File: config.mk
export PLATFORM = sky130hd
export DESIGN_NAME = vga_pixel_fx
export DESIGN_NICKNAME = d
export VERILOG_FILES = /design/src/rtl/vga_fx_pkg.sv /design/src/rtl/vga_luma.sv /design/src/rtl/vga_pixel_fx.sv
export SDC_FILE = /design/constraint.sdc
export NUM_CORES = 1
export LEC_CHECK = 0
export ABC_AREA = 1
export CORE_ASPECT_RATIO = 1.2
export CORE_UTILIZATION = 60
export DETAILED_ROUTE_END_ITERATION = 10
export MAX_ROUTING_LAYER = met4
export PLACE_DENSITY = 0.82
export SYNTH_ARGS = -nofsm -noshare
export SYNTH_HDL_FRONTEND = slang
export SYNTH_SLANG_ARGS = --single-unit
File: constraint.sdc
create_clock -name i_clk -period 3.82 [get_ports i_clk]
set_clock_uncertainty 0.15 [all_clocks]
set_input_delay 0.573 -clock i_clk [delete_from_list [all_inputs] [get_ports i_clk]]
set_output_delay 0.573 -clock i_clk [all_outputs]
set_load 0.005 [all_outputs]
File: src/rtl/vga_fx_pkg.sv
// Shared definitions for the VGA pixel effects block.
// Contents:
//   fx_mode_e        - effect mode encodings as seen on i_mode / o_mode
//   LUMA_R/G/B       - BT.601-style luma weights, scaled so they sum to 256
//   bar_rgb()        - colour-bar table, index -> {red, green, blue} on/off bits
package vga_fx_pkg;

    typedef enum logic [2:0] {
        MODE_PASS   = 3'd0,
        MODE_INV    = 3'd1,
        MODE_GRAY   = 3'd2,
        MODE_THRESH = 3'd3,
        MODE_BARS   = 3'd4,
        MODE_CHECK  = 3'd5,
        MODE_RSV6   = 3'd6,
        MODE_RSV7   = 3'd7
    } fx_mode_e;

    // 77 + 150 + 29 = 256, so full-scale input gives full-scale luma.
    localparam int unsigned LUMA_R = 77;
    localparam int unsigned LUMA_G = 150;
    localparam int unsigned LUMA_B = 29;

    // Classic SMPTE-like bar order, brightest first.
    function automatic logic [2:0] bar_rgb(input logic [2:0] idx);
        logic [2:0] rgb;
        case (idx)
            3'd0:    rgb = 3'b111; // white
            3'd1:    rgb = 3'b110; // yellow
            3'd2:    rgb = 3'b011; // cyan
            3'd3:    rgb = 3'b010; // green
            3'd4:    rgb = 3'b101; // magenta
            3'd5:    rgb = 3'b100; // red
            3'd6:    rgb = 3'b001; // blue
            default: rgb = 3'b000; // black
        endcase
        return rgb;
    endfunction

endpackage

File: src/rtl/vga_luma.sv
// Two-stage luma calculator: Y = (77R + 150G + 29B) >> 8.
// Stage 1 registers the three weighted products, stage 2 registers the
// scaled sum, so o_y lags the inputs by exactly two clocks.
// Ports:
//   i_clk, i_reset_n         - clock, asynchronous active-low reset
//   i_red, i_grn, i_blu      - source pixel, CW bits per channel
//   o_y                      - luma, CW bits
module vga_luma
    import vga_fx_pkg::*;
#(
    parameter int CW = 8
) (
    input  logic          i_clk,
    input  logic          i_reset_n,
    input  logic [CW-1:0] i_red,
    input  logic [CW-1:0] i_grn,
    input  logic [CW-1:0] i_blu,
    output logic [CW-1:0] o_y
);

    // Wide enough that no product or sum can overflow for any CW.
    localparam int AW = CW + 18;

    logic [AW-1:0] pr_q, pg_q, pb_q;
    logic [AW-1:0] pr_d, pg_d, pb_d;
    logic [CW-1:0] y_q, y_d;

    always_comb begin
        pr_d = AW'(LUMA_R) * AW'(i_red);
        pg_d = AW'(LUMA_G) * AW'(i_grn);
        pb_d = AW'(LUMA_B) * AW'(i_blu);
        // Weights sum to 256, so the shifted sum never exceeds 2^CW-1.
        y_d  = CW'((pr_q + pg_q + pb_q) >> 8);
    end

    always_ff @(posedge i_clk or negedge i_reset_n) begin
        if (!i_reset_n) begin
            pr_q <= '0;
            pg_q <= '0;
            pb_q <= '0;
            y_q  <= '0;
        end else begin
            pr_q <= pr_d;
            pg_q <= pg_d;
            pb_q <= pb_d;
            y_q  <= y_d;
        end
    end

    assign o_y = y_q;

endmodule

File: src/rtl/vga_pixel_fx.sv
// Per-pixel video effects on a VGA-style stream.
// Three register stages: capture (s1), align with luma (s2), output mux.
// Syncs, enable and colour all emerge exactly three clocks after input.
// Ports:
//   i_clk, i_reset_n            - pixel clock, asynchronous active-low reset
//   i_hsync, i_vsync, i_de      - active-low syncs and active-video enable
//   i_red, i_grn, i_blu         - source pixel
//   i_mode                      - requested effect, applied at next frame edge
//   i_thresh, i_chk_lg, i_bar_w - effect parameters, sampled with the pixel
//   o_hsync, o_vsync, o_de      - delayed syncs / enable
//   o_red, o_grn, o_blu         - processed pixel, zero while o_de is low
//   o_mode                      - mode currently applied
//   o_frame, o_frame_stb        - frame count, pulse on delayed vsync fall
module vga_pixel_fx
    import vga_fx_pkg::*;
#(
    parameter int CW = 8,
    parameter int FW = 13,
    parameter int LW = 11
) (
    input  logic          i_clk,
    input  logic          i_reset_n,
    input  logic          i_hsync,
    input  logic          i_vsync,
    input  logic          i_de,
    input  logic [CW-1:0] i_red,
    input  logic [CW-1:0] i_grn,
    input  logic [CW-1:0] i_blu,
    input  logic [2:0]    i_mode,
    input  logic [CW-1:0] i_thresh,
    input  logic [2:0]    i_chk_lg,
    input  logic [FW-1:0] i_bar_w,
    output logic          o_hsync,
    output logic          o_vsync,
    output logic          o_de,
    output logic [CW-1:0] o_red,
    output logic [CW-1:0] o_grn,
    output logic [CW-1:0] o_blu,
    output logic [2:0]    o_mode,
    output logic [15:0]   o_frame,
    output logic          o_frame_stb
);

    // Everything the output mux needs about one pixel travels together.
    typedef struct packed {
        logic          hs;
        logic          vs;
        logic          de;
        logic          stb;
        logic          chk;
        logic          bar_zero;
        logic [2:0]    bar_idx;
        logic [CW-1:0] r;
        logic [CW-1:0] g;
        logic [CW-1:0] b;
        logic [CW-1:0] thr;
    } stage_t;

    logic          vs_prev_q, hs_prev_q, de_prev_q;
    logic [FW-1:0] col_q, col_d;
    logic [LW-1:0] row_q, row_d;
    logic [FW-1:0] bar_cnt_q, bar_cnt_d;
    logic [2:0]    bar_idx_q, bar_idx_d;
    logic [FW:0]   bar_nxt;
    fx_mode_e      pend_q, pend_d, mode_q, mode_d;
    logic          edge_q;
    logic [15:0]   frame_q, frame_d;
    stage_t        s1_q, s1_d, s2_q;
    logic          hs_q, vs_q, de_q, stb_q;
    logic [CW-1:0] red_q, grn_q, blu_q, red_d, grn_d, blu_d;
    logic [CW-1:0] luma_y;
    logic [2:0]    bar_c;
    logic          vs_fall, hs_fall, de_fall, col_max;

    // Luma is computed straight from the input so it lands beside s2.
    vga_luma #(.CW(CW)) u_luma (
        .i_clk     (i_clk),
        .i_reset_n (i_reset_n),
        .i_red     (i_red),
        .i_grn     (i_grn),
        .i_blu     (i_blu),
        .o_y       (luma_y)
    );

    // Input side: edge detection, position counters, bar tracking.
    always_comb begin
        vs_fall   = vs_prev_q & ~i_vsync;
        hs_fall   = hs_prev_q & ~i_hsync;
        de_fall   = de_prev_q & ~i_de;
        col_max   = (col_q == '1);
        col_d     = col_q;
        row_d     = row_q;
        bar_cnt_d = bar_cnt_q;
        bar_idx_d = bar_idx_q;
        bar_nxt   = {1'b0, bar_cnt_q} + (FW+1)'(1);

        if (!i_de)         col_d = '0;
        else if (!col_max) col_d = col_q + FW'(1);

        if (vs_fall)                      row_d = '0;
        else if (de_fall && row_q != '1)  row_d = row_q + LW'(1);

        // Running position inside the current bar replaces column / bar_w.
        // It freezes together with the column counter once that saturates.
        if (!i_de || hs_fall) begin
            bar_cnt_d = '0;
            bar_idx_d = '0;
        end else if (!col_max) begin
            if (bar_nxt >= {1'b0, i_bar_w}) begin
                bar_cnt_d = '0;
                bar_idx_d = bar_idx_q + 3'd1;
            end else begin
                bar_cnt_d = bar_nxt[FW-1:0];
            end
        end

        s1_d.hs       = i_hsync;
        s1_d.vs       = i_vsync;
        s1_d.de       = i_de;
        s1_d.stb      = vs_fall;
        s1_d.chk      = (|(col_q & (FW'(1) << i_chk_lg))) ^
                        (|(row_q & (LW'(1) << i_chk_lg)));
        s1_d.bar_zero = (i_bar_w == '0);
        s1_d.bar_idx  = bar_idx_q;
        s1_d.r        = i_red;
        s1_d.g        = i_grn;
        s1_d.b        = i_blu;
        s1_d.thr      = i_thresh;

        // pend_q holds i_mode from the edge cycle itself when edge_q is set.
        pend_d  = fx_mode_e'(i_mode);
        mode_d  = edge_q ? pend_q : mode_q;
        frame_d = vs_fall ? frame_q + 16'd1 : frame_q;
    end

    // Output side: the mode mux sits here so one pixel sees one mode.
    always_comb begin
        bar_c = s2_q.bar_zero ? 3'b000 : bar_rgb(s2_q.bar_idx);
        red_d = s2_q.r;
        grn_d = s2_q.g;
        blu_d = s2_q.b;
        case (mode_q)
            MODE_INV: begin
                red_d = ~s2_q.r;
                grn_d = ~s2_q.g;
                blu_d = ~s2_q.b;
            end
            MODE_GRAY: begin
                red_d = luma_y;
                grn_d = luma_y;
                blu_d = luma_y;
            end
            MODE_THRESH: begin
                red_d = {CW{luma_y >= s2_q.thr}};
                grn_d = {CW{luma_y >= s2_q.thr}};
                blu_d = {CW{luma_y >= s2_q.thr}};
            end
            MODE_BARS: begin
                red_d = {CW{bar_c[2]}};
                grn_d = {CW{bar_c[1]}};
                blu_d = {CW{bar_c[0]}};
            end
            MODE_CHECK: begin
                red_d = {CW{s2_q.chk}};
                grn_d = {CW{s2_q.chk}};
                blu_d = {CW{s2_q.chk}};
            end
            default: ;
        endcase
        if (!s2_q.de) begin
            red_d = '0;
            grn_d = '0;
            blu_d = '0;
        end
    end

    always_ff @(posedge i_clk or negedge i_reset_n) begin
        if (!i_reset_n) begin
            vs_prev_q <= 1'b1;
            hs_prev_q <= 1'b1;
            de_prev_q <= 1'b0;
            col_q     <= '0;
            row_q     <= '0;
            bar_cnt_q <= '0;
            bar_idx_q <= '0;
            pend_q    <= MODE_PASS;
            mode_q    <= MODE_PASS;
            edge_q    <= 1'b0;
            frame_q   <= '0;
            s1_q      <= '0;
            s1_q.hs   <= 1'b1;
            s1_q.vs   <= 1'b1;
            s2_q      <= '0;
            s2_q.hs   <= 1'b1;
            s2_q.vs   <= 1'b1;
            hs_q      <= 1'b1;
            vs_q      <= 1'b1;
            de_q      <= 1'b0;
            stb_q     <= 1'b0;
            red_q     <= '0;
            grn_q     <= '0;
            blu_q     <= '0;
        end else begin
            vs_prev_q <= i_vsync;
            hs_prev_q <= i_hsync;
            de_prev_q <= i_de;
            col_q     <= col_d;
            row_q     <= row_d;
            bar_cnt_q <= bar_cnt_d;
            bar_idx_q <= bar_idx_d;
            pend_q    <= pend_d;
            mode_q    <= mode_d;
            edge_q    <= vs_fall;
            frame_q   <= frame_d;
            s1_q      <= s1_d;
            s2_q      <= s1_q;
            hs_q      <= s2_q.hs;
            vs_q      <= s2_q.vs;
            de_q      <= s2_q.de;
            stb_q     <= s2_q.stb;
            red_q     <= red_d;
            grn_q     <= grn_d;
            blu_q     <= blu_d;
        end
    end

    assign o_hsync     = hs_q;
    assign o_vsync     = vs_q;
    assign o_de        = de_q;
    assign o_red       = red_q;
    assign o_grn       = grn_q;
    assign o_blu       = blu_q;
    assign o_mode      = mode_q;
    assign o_frame     = frame_q;
    assign o_frame_stb = stb_q;

endmodule

### Word level (Yosys, flattened, before mapping)

Cells that the tools add are included.

| word-level totals | value |
|---|---|
| register bits after elaboration | 223 |
| input bits | 56 |
| output and inout bits | 47 |
| logic and storage cells | 109 |

| operators by class | value |
|---|---|
| add/subtract/negate cells | 7 |
| $mul | 3 |
| order comparisons | 2 |
| equal/unequal tests | 15 |
| shift operators | 2 |
| mux-type cells | 18 |
| bitwise logic cells | 12 |
| reductions and logical operators | 10 |

Operators with widths:

| operator | count |
|---|---|
| one-hot mux 8 bit (5 select lines) | 3 |
| 2-to-1 mux 13 bit | 5 |
| multiplier 7 x 8 -> 15 bit (first input constant) | 2 |
| 2-to-1 mux 8 bit | 3 |
| inverter 8 bit | 3 |
| 2-to-1 mux 11 bit | 2 |
| one-hot mux 3 bit (7 select lines) | 1 |
| adder 15 x 16 -> 16 bit | 1 |
| adder 16 x 1 -> 16 bit (second input constant) | 1 |
| adder 16 x 13 -> 16 bit | 1 |
| == test 3 bit (second input constant) | 5 |
| adder 13 x 1 -> 14 bit (second input constant) | 1 |
| greater-or-equal comparator 14 x 13 -> 1 bit | 1 |
| adder 13 x 1 -> 13 bit (second input constant) | 1 |
| bitwise AND 13 bit | 1 |
| == test 13 bit (second input constant) | 1 |
| zero test 13 bit | 1 |
| multiplier 5 x 8 -> 13 bit (first input constant) | 1 |
| OR reduction 13 bit | 1 |
| << shifter 1 x 3 -> 13 bit (first input constant) | 1 |
| == test 3 x 2 -> 1 bit (second input constant) | 4 |
| 2-to-1 mux 3 bit | 4 |
| adder 11 x 1 -> 11 bit (second input constant) | 1 |
| bitwise AND 11 bit | 1 |
| other kinds (17) | 23 |

### Logic depth before layout (Yosys ltp)

Gate-level depths: netlist of run 1.

| depth | value |
|---|---|
| depth after elaboration | 5 |
| mapped depth | 18 |
| depth with buffers taken out | 18 |

### By module

A second synthesis of run 1 with hierarchy kept.

| second synthesis, totals | value |
|---|---|
| cell total of the unflattened synthesis | 1418 |
| area total of the unflattened synthesis | 12977.4 um2 |

By module, submodules not included:

| module | times used | cells each | area an instance (um2) | seq. area each (um2) |
|---|---|---|---|---|
| vga_pixel_fx | 1 | 777 | 7593.5 | 4311.6 |
| vga_luma | 1 | 641 | 5383.9 | 1276.2 |

### Worst setup path after synthesis of run 1

No wires, ideal clock.

| timing path | value |
|---|---|
| path type | input-to-reg |
| from | input port i_red[4] |
| to | register u_luma.pr_q[12] |
| setup time | 130 ps |
| arrival | 3190 ps |
| data required time | 3540 ps |
| path slack | 350 ps |
| cell stages on the path | 12 |
| buffers on the path | 0 |
| cells stage by stage | ha_1 ha_1 inv_1 fa_1 fa_1 inv_1 ha_1 a21oi_1 or2_2 nand3_1 a21oi_1 xor2_1 |

| on the way | value |
|---|---|
| longest elaborated chain between the ends | 1 |

RTL lines:

| what | RTL line | RTL |
|---|---|---|
| from (decl) | vga_pixel_fx.sv:26 | `input logic [CW-1:0] i_red,` |
| multiplier 7 x 8 -> 15 bit | vga_luma.sv:29 | `pr_d = AW'(LUMA_R) * AW'(i_red);` |
| via u_luma.pr_d[12] | vga_luma.sv:25 | `logic [AW-1:0] pr_d, pg_d, pb_d;` |
| to (signal assigned) | vga_luma.sv:43 | `pr_q <= pr_d;` |
| to (decl) | vga_luma.sv:24 | `logic [AW-1:0] pr_q, pg_q, pb_q;` |

The timed path passes the listed nets, and every way through them passes these cells.
A chain may end at the register's enable or synchronous reset.

### Final worst setup path of run 1

| timing path | value |
|---|---|
| from | input port i_grn[4] |
| to | register u_luma.pg_q[12] |

| on the way | value |
|---|---|
| longest elaborated chain between the ends | 1 |

RTL lines:

| what | RTL line | RTL |
|---|---|---|
| from (decl) | vga_pixel_fx.sv:27 | `input logic [CW-1:0] i_grn,` |
| multiplier 7 x 8 -> 15 bit | vga_luma.sv:30 | `pg_d = AW'(LUMA_G) * AW'(i_grn);` |
| via u_luma.pg_d[12] | vga_luma.sv:25 |  |
| to (signal assigned) | vga_luma.sv:44 | `pg_q <= pg_d;` |
| to (decl) | vga_luma.sv:24 |  |

The timed path passes the listed nets, and every way through them passes these cells.

==> metrics.csv, run 1 <==
metric,value,unit
status,"finished, violations left",
failing checks,hold timing,
ranking of synthesized cells by area,"dfrtp_1, ha_1, nand2_1",
detailed-route via count,9948,
Ports,103,
Slew @ Worst Pin,911.4,ps
Area after DPL,14350,um2
worst vdd ir,466.5,uV
total CTS buffers,22,
CTS root buffer,clkbuf_16,
wire length of the first global-routing pass,47270,um
CTS Hold Bufs,0,
die span in y,161.4,um
DRC Markers,0,
crit path time final,3572,ps
asr flop ratio synth,100.0,%
DRT Pass-1 Iters,5,
fmax,280.0,MHz
pin count of the biggest net entering global routing,90,
Slew Limit Fails,0,
Slowest Stage Delay on Critical Path,520,ps
"Data arrival, critical path",3800,ps
Row Count,57,
"FF+latch count, synth",218,
Crit-path slowest cell,fa_1,
ratio of cells with drive above 1 in the final layout,7.600,%
Final Cycle Share,93.50,%
post-synthesis sequential area ratio,42.98,%
CP Max Fanout,4,
"Reg clk slew, reported paths",60,ps
FF+latch area,5463,um2
"top cells by count, synth","nand2_1, inv_1, dfrtp_1, ha_1, nor2_1",
Mean Syn Cell Area,9.034,um2
DR vias/cell,5.389,
clock tree buffer depth,3,
Initial Util,61.88,%
clk_lat worst skew,500,ps
DRT antenna net count,0,
Yosys warnings,0,
GRT busiest layer,met2,
static leakage,0.007943,uW
largest delay contributor family on the critical path,adder cells,
area grow syn2layout,18.92,%
RSZ-0062 raised after global routing,no,
post-CTS setup buffers,0,
post-route cell area,15120,um2
Nets,1796,
final wirelength,28220,um
Final Hold Vio Count,35,
most frequent cell after synthesis,nand2_1,
filler instances,1443,
multi-input logic area,6218,um2
met2 usage,49.41,%
post-DP HPWL,21310,um
Final setup violation count,0,
post-CTS sizing,0,
CP cell instances,clkdlybuf4s50_1 > ha_1 > ha_1 > inv_1 > fa_1 > fa_1 > inv_1 > ha_1 > nand2_1 > or2_2 > nand3_1 > a21oi_1 > xor2_1,
Worst Hold Class,input pin to asynchronous set/reset pin,
met3 Use GR,3.076,%
die footprint,21770,um2
Crit. End Element,flop,
DR WL/cell,15.28,um
initial antenna violation count,2,
Slew headroom,39.07,%
Synth cell types,43,
critical setup path kind,input pin to flop,
Die X,134.9,um
Buf/Inv on CP,3,
Post-synth EDFFs,0,
Yosys top cell by area,dfrtp_1,
global route total overflow,0,
H-tree levels,1,
Max Cap Viol,0,
CORE AREA,20540,um2
GRT Util Overall,28.15,%
Port Buffers,102,
RePlAce Congestion,0.9216,
"Req. time, crit path",4050,ps
CTS tree,yes,
Post-Synthesis Cell Area,12710,um2
top-area cell type share of the netlist area,41.74,%
Post-synth top flop,dfrtp_1,
dpl cells,1804,
Worst setup SP type,input pin,
clock sink count,218,
Post-Synthesis Cells,1407,
"Cell Count, Final, Fillers Out",1846,
"Net Count, Synth",1640,
Power Density,602.6,nW/um2
met1 GRT Util,32.29,%
Crit path top cell by count,ha_1,
first-iteration detailed-routing DRC count,535,
hold slack,-17.16,ps
vias in the first global route,10130,
-- area by class of cell --
cell class	count	share of cell area (%)
Antenna cell	2	0.03311
Multi-Input combinational cell	922	41.14
Timing Repair Buffer	148	9.229
Clock buffer	31	4.337
Clock inverter	9	0.6788
Inverter	251	6.250
Sequential cell	218	36.14
Tap cell	265	2.194
-- power breakdown --
part,switching (uW),internal (uW)
registers,259,2700
logic,2310,1600
clock network,904,1340
-- worst paths after layout --
path | slack, ps | cells after the start | to | start
worst max-delay path | 250 | 13 | u_luma.pg_q[12] | i_grn[4]
worst min-delay path | -20 | 1 | o_frame[15] | i_reset_n
worst max register to register | 710 | 15 | bar_idx_q[1] | bar_cnt_q[0]
worst min register to register | 200 | 0 | s2_q[22] | s1_q[22]
max in group asynchronous | 2750 | 2 | u_luma.pr_q[10] | i_reset_n
min in group i_clk | 200 | 0 | s2_q[22] | s1_q[22]
-- stage by stage --
step / utilization, % / setup WS, ps / hold WS, ps / TNS, ps / power [uW]
after global routing: 73.59 / 106.8 / 44.11 / 0 / 9767
final: 73.59 / 248.2 / -17.16 / 0 / 9108
after floorplan: - / 349.7 / 127.4 / 0 / 5531
after global placement: 69.88 / -203.0 / 182.1 / -1481 / 6668
after CTS: 73.57 / 240.9 / 6.144 / 0 / 9106
after detailed placement: 69.88 / -261.9 / 184.7 / -2496 / 6839
-- layout by cell type, fill, tap and decap left out, types with 35 or more instances in the layout --
cell	Yosys	layout
a21oi_1	52	52
clkdlybuf4s50_1	0	101
nand4_1	35	35
nor2_1	100	100
dfrtp_1	212	212
fa_1	38	38
xor2_1	50	50
buf_4	2	44
nand3_1	79	79
ha_1	139	139
nand2_1	263	263
inv_1	245	245
nor3_1	42	42
o21ai_0	56	56
-- per-layer routing --
layer / up-vias / part of all wire [%]
met3: 82 / 4.4
li1: 4805 / -
met5: - / 0
met4: 0 / 4.3
met1: 4751 / 40
met2: 310 / 51
-- registers in the layout, indices dropped and copies added, names as in the netlist, 13 cells and up --
signal and flops:
bar_cnt_q 13, col_q 13, o_frame 16, s1_q 41, s2_q 41, u_luma.pg_q 14, u_luma.pr_q 13
-- cell families (layout without fill, tap and decap cells) --
group / count (synthesis) / count (layout) / synth area share (%)
and+or+nand+nor: 549 / 549 / 19.17
other: 0 / 2 / 0
muxes: 1 / 1 / 0.08859
buffers and inverters: 267 / 439 / 8.101
xor gates and xnor gates: 64 / 64 / 4.410
adders and majority gates: 177 / 177 / 19.67
AOI/OAI and AO/OA: 131 / 131 / 5.591
DFF: 218 / 218 / 42.98
Note: power is estimated with default switching activity, not from simulation.
==> inputs of run 2 (changes only) <==
--- a/config.mk
+++ b/config.mk
@@ -9,7 +9,6 @@
 export CORE_ASPECT_RATIO = 1.2
 export CORE_UTILIZATION = 60
 export DETAILED_ROUTE_END_ITERATION = 10
-export MAX_ROUTING_LAYER = met4
 export PLACE_DENSITY = 0.82
 export SYNTH_ARGS = -nofsm -noshare
 export SYNTH_HDL_FRONTEND = slang
==> metrics.csv, run 2 (synthesis gave the netlist of run 1 again) <==
metric,value,unit,change
vias in the first global route,10190,,+0.59%
Hold Startpoint,s1_q[5],,
filler instances,1446,,+0.21%
Final Cycle Share,94.26,%,+0.75 points
WHS Path Cells,0,,
Slew Limit Fails,0,,unchanged
CTS root buffer,clkbuf_16,,
FF+latch area,5463,um2,unchanged
DRT antenna net count,0,,unchanged
dpl ws,-297.7,ps,-35.82 ps
R2R depth,15,,unchanged
Final setup violation count,0,,unchanged
post-CTS setup buffers,0,,unchanged
worst vdd ir,491.7,uV,+5.4%
ratio of cells with drive above 1 in the final layout,7.175,%,-0.43 points
DRC Markers,0,,unchanged
Final Hold Vio Count,0,,-100%
Initial Util,61.88,%,unchanged
RSZ-0062 raised after global routing,no,,
Power Density,598.3,nW/um2,-0.70%
final setup margin,219.5,ps,-28.73 ps
Layout Utilization,73.34,%,-0.26 points
Ports,103,,unchanged
Port Buffers,102,,unchanged
H-tree levels,1,,unchanged
DR WL/cell,15.19,um,-0.62%
Worst Setup SP,i_red[4],,
post-DP HPWL,21300,um,about the same
Max Cap Viol,0,,unchanged
Worst Hold Class,flop to flop,,
clk_lat worst skew,510,ps,about the same
Worst setup SP type,input pin,,
area grow syn2layout,18.51,%,
Crit. End Element,flop,,
first-iteration detailed-routing DRC count,554,,+3.6%
wire length of the first global-routing pass,47190,um,-0.17%
pin count of the biggest net entering global routing,94,,+4.4%
CORE AREA,20540,um2,unchanged
post-CTS sizing,0,,unchanged
reg2reg start,bar_cnt_q[0],,
Nets,1794,,-0.11%
"Reg clk slew, reported paths",60,ps,about the same
"most common cell after layout, fill and taps aside",nand2_1,,
crit path time final,3601,ps,+28.73 ps
most frequent cells in the layout,"nand2_1, inv_1, dfrtp_1",,
DRT Pass-1 Iters,5,,unchanged
CP Max Fanout,4,,unchanged
static leakage,0.007900,uW,-0.54%
Row Count,57,,unchanged
clock sink count,218,,unchanged
multi-input logic area,6218,um2,unchanged
DR vias/cell,5.414,,+0.46%
total CTS buffers,22,,unchanged
"Req. time, crit path",4100,ps,+50 ps
detailed-route via count,9961,,+0.13%
fmax,277.7,MHz,-0.80%
die footprint,21770,um2,unchanged
"Data arrival, critical path",3880,ps,+80 ps
post-route cell area,15060,um2,-0.35%
final wirelength,27950,um,-0.95%
status,"complete, no violations",,
Slew headroom,35.31,%,-3.8 points
RePlAce Congestion,0.8883,,-3.6%
CTS tree,yes,,
Overall Power,9013,uW,-1.0%
Antenna Cells,0,,-2
initial antenna violation count,0,,-2
Area after DPL,14330,um2,-0.16%
critical setup path kind,input pin to flop,,
global route total overflow,0,,unchanged
clock tree buffer depth,3,,unchanged
GRT Util Overall,27.16,%,-0.99 points
Die X,134.9,um,unchanged
die span in y,161.4,um,unchanged
Slew @ Worst Pin,962.9,ps,+51.46 ps
[run 2: cell types whose count changed in the layout (fill, tap and decap cells not counted), sizes merged]
cell,change
buf,-3
clkbuf,-2
clkinv,-2
clkinvlp,+2
diode,-2
dlygate4sd3,+1
[run 2: cell type report]
| cell class | count | share of cell area, % |
|---|---|---|
| timing repair buffer | 146 | 9.179 |
| inverter | 251 | 6.271 |
| multi-input combinational | 922 | 41.28 |
| tap | 265 | 2.201 |
| sequential | 218 | 36.27 |
| clock buffer | 29 | 3.962 |
| clock inverter | 9 | 0.8389 |
[run 2: worst max-delay path, stage by stage]
cell,delay (ps)
clkdlybuf4s50_1,440
ha_1,310
ha_1,280
inv_1,50
fa_1,510
fa_1,520
inv_1,50
ha_1,340
a21oi_1,170
or2_2,130
nand3_1,110
a21oi_1,220
xor2_1,180
[run 2: worst paths after layout]
kind / to / slack, ps
max: u_luma.pr_q[12] / 220
min: s2_q[5] / 190
max reg2reg: bar_idx_q[0] / 760
min reg2reg: s2_q[5] / 190
max in group asynchronous: s1_q[40] / 2140
min in group asynchronous: o_frame[15] / 540
[run 2: per-stage QoR]
step / std cells / TNS (ps) / hold WS, ps
6_report: 1840 / 0 / 193.3
5_1_grt: 1840 / 0 / 207.4
4_1_cts: 1840 / 0 / 194.6
3_5_place_dp: 1801 / -2777 / 184.7
3_3_place_gp: 1801 / -1397 / 182.8
2_1_floorplan: 1407 / 0 / 127.4
[run 2: power by group]
part	total [uW]	internal, uW	switching [uW]
Sequential	2960	2700	258
Combinational	3910	1590	2320
Clock	2140	1250	894
Total	9010	5540	3470
[run 2: metal layers]
layer / vias up / wire, um / GRT usage [%]
met5: - / 0 / 0
met4: 0 / 1234 / 13.07
met3: 84 / 1402 / 3.233
met2: 343 / 14270 / 48.29
met1: 4716 / 11040 / 32.53
li1: 4818 / - / -
[run 2: timing repair]
item                                    CTS  global route
endpoints found under the setup margin    0             0
endpoints found under the hold margin    15             0
hold buffers                              1             0
==> inputs of run 3 (changes only) <==
--- a/config.mk
+++ b/config.mk
@@ -7,9 +7,10 @@
 export LEC_CHECK = 0
 export ABC_AREA = 1
 export CORE_ASPECT_RATIO = 1.2
-export CORE_UTILIZATION = 60
+export CORE_MARGIN = 2
+export CORE_UTILIZATION = 59
 export DETAILED_ROUTE_END_ITERATION = 10
-export PLACE_DENSITY = 0.82
+export PLACE_DENSITY = 0.81
 export SYNTH_ARGS = -nofsm -noshare
 export SYNTH_HDL_FRONTEND = slang
 export SYNTH_SLANG_ARGS = --single-unit
==> constraint.sdc (replaced) <==
create_clock -name i_clk -period 3.8 [get_ports i_clk]
set_clock_uncertainty 0.15 [all_clocks]
set_input_delay 0.57 -clock i_clk [delete_from_list [all_inputs] [get_ports i_clk]]
set_output_delay 0.57 -clock i_clk [all_outputs]
set_load 0.005 [all_outputs]
==> metrics.csv, run 3 (synthesis gave the netlist of run 1 again) <==
metric,value,unit,change
switching share of power,38.22,%,-0.33 points
"Reg clk slew, reported paths",60,ps,about the same
Layout Utilization,71.72,%,-1.6 points
Clock power frac,24.3,%,+0.5 points
Gate power share,42.9,%,-0.5 points
Seq pwr share,32.7,%,about the same
hold slack,15.89,ps,-177.4 ps
Worst Hold Class,input pin to asynchronous set/reset pin,,
die span in y,164.8,um,+2.1%
initial antenna violation count,0,,unchanged
Slew Limit Fails,0,,unchanged
switching power,3490,uW,+0.46%
fmax,273.9,MHz,
CTS root buffer,clkbuf_16,,
RSZ-0062 raised after global routing,no,,
die footprint,22740,um2,+4.4%
H-tree levels,1,,unchanged
DR vias/cell,5.360,,-0.99%
Final Cycle Share,96.09,%,
global route total overflow,0,,unchanged
Max Cap Viol,0,,unchanged
most frequent cells in the layout,"nand2_1, inv_1, dfrtp_1",,
clk_lat worst skew,500,ps,about the same
DRC Markers,0,,unchanged
vias in the first global route,9868,,-3.2%
filler instances,1504,,+4.0%
post-DP HPWL,20950,um,-1.6%
Row Count,58,,+1.8%
RePlAce Congestion,0.9287,,+4.5%
multi-input logic area,6218,um2,unchanged
Antenna Cells,0,,unchanged
TNS Setup,0,ps,unchanged
Int Power,5642,uW,+1.9%
DRT antenna net count,0,,unchanged
total CTS buffers,22,,unchanged
Area after DPL,14340,um2,about the same
"Data arrival, critical path",3920,ps,+40 ps
GRT Util Overall,25.33,%,-1.8 points
CTS tree,yes,,
DRT Pass-1 Iters,6,,+1
Nets,1793,,-0.056%
Final setup violation count,0,,unchanged
clock sink count,218,,unchanged
post-CTS setup buffers,0,,unchanged
CORE AREA,21050,um2,+2.5%
critical setup path kind,input pin to flop,,
Worst setup SP type,input pin,,
pin count of the biggest net entering global routing,107,,+14%
Slew @ Worst Pin,948.4,ps,-14.51 ps
ratio of cells with drive above 1 in the final layout,7.424,%,+0.25 points
"Req. time, crit path",4070,ps,-30 ps
Power Density,605.0,nW/um2,+1.1%
final wirelength,27680,um,-0.94%
Ports,103,,unchanged
FF+latch area,5463,um2,unchanged
Initial Util,60.40,%,-1.5 points
post-CTS sizing,0,,unchanged
CTS Hold Bufs,0,,-1
wire length of the first global-routing pass,45770,um,-3.0%
post-route cell area,15090,um2,+0.20%
first-iteration detailed-routing DRC count,488,,-12%
CP Max Fanout,4,,unchanged
Crit. End Element,flop,,
Final Hold Vio Count,0,,unchanged
Port Buffers,102,,unchanged
area grow syn2layout,18.74,%,
static leakage,0.007926,uW,+0.34%
Slew headroom,36.60,%,+1.3 points
Die X,138.0,um,+2.3%
status,"complete, no violations",,
worst vdd ir,504.9,uV,+2.7%
DR WL/cell,15.00,um,-1.3%
"most common cell after layout, fill and taps aside",nand2_1,,
detailed-route via count,9895,,-0.66%
crit path time final,3651,ps,
clock tree buffer depth,3,,unchanged
R2R depth,15,,unchanged
==> run 3: cell count changes in the layout (fill, tap and decap cells not counted) <==
cell	change
dlygate4sd3_1	-1
clkbuf_1	-2
clkinvlp_4	-2
clkinv_4	+3
clkbuf_16	+1
clkinv_8	-2
clkbuf_8	+2
clkinv_2	+2
==> run 3: per-layer routing <==
metal / routed length (um) / up-vias / global-route usage, %
met3: 1228 / 75 / 2.855
li1: - / 4810 / -
met2: 14460 / 264 / 46.08
met5: 0 / - / 0
met4: 1191 / 0 / 11.18
met1: 10810 / 4746 / 29.93
==> run 3: power groups by stage <==
| stage | clock [uW] | sequential, uW | combinational [uW] |
|---|---|---|---|
| after floorplan | 0 | 2920 | 2640 |
| after global placement | 0 | 3010 | 3680 |
| after detailed placement | 0 | 3020 | 3850 |
| after CTS | 2250 | 2990 | 3900 |
| after global routing | 2360 | 3010 | 4450 |
| final | 2220 | 2990 | 3920 |
==> run 3: final timing paths <==
| check | slack, ps | start | end |
|---|---|---|---|
| worst max-delay path | 150 | i_red[4] | u_luma.pr_q[12] |
| worst min-delay path | 20 | i_reset_n | o_frame[11] |
| worst max register to register | 690 | bar_cnt_q[0] | bar_idx_q[0] |
| worst min register to register | 180 | s1_q[31] | s2_q[31] |
| max in group asynchronous | 2600 | i_reset_n | s1_q[33] |
| min in group i_clk | 180 | s1_q[31] | s2_q[31] |
==> run 3: area by class of cell <==
| class | instances | share of cell area, % |
|---|---|---|
| tap | 270 | 2.238 |
| multi-input combinational | 922 | 41.20 |
| inverter | 251 | 6.259 |
| clock inverter | 10 | 0.7627 |
| clock buffer | 30 | 4.253 |
| timing repair buffer | 145 | 9.094 |
| sequential | 218 | 36.19 |
==> run 3: worst max-delay path, stage by stage <==
cell and delay (ps):
clkdlybuf4s50_1 430, ha_1 310, ha_1 270, inv_1 50
fa_1 490, fa_1 520, inv_1 50, ha_1 340
a21oi_1 210, or2_2 140, nand3_1 90, a21oi_1 250
xor2_1 180
==> run 3: stage by stage <==
| step | instances | power (uW) | setup slack (ps) |
|---|---|---|---|
| 6_report | 1846 | 9131 | 148.7 |
| 5_1_grt | 1846 | 9818 | 15.87 |
| 4_1_cts | 1846 | 9137 | 163.2 |
| 3_5_place_dp | 1806 | 6870 | -335.4 |
| 3_3_place_gp | 1806 | 6688 | -174.5 |
| 2_1_floorplan | 1407 | 5560 | 332.7 |
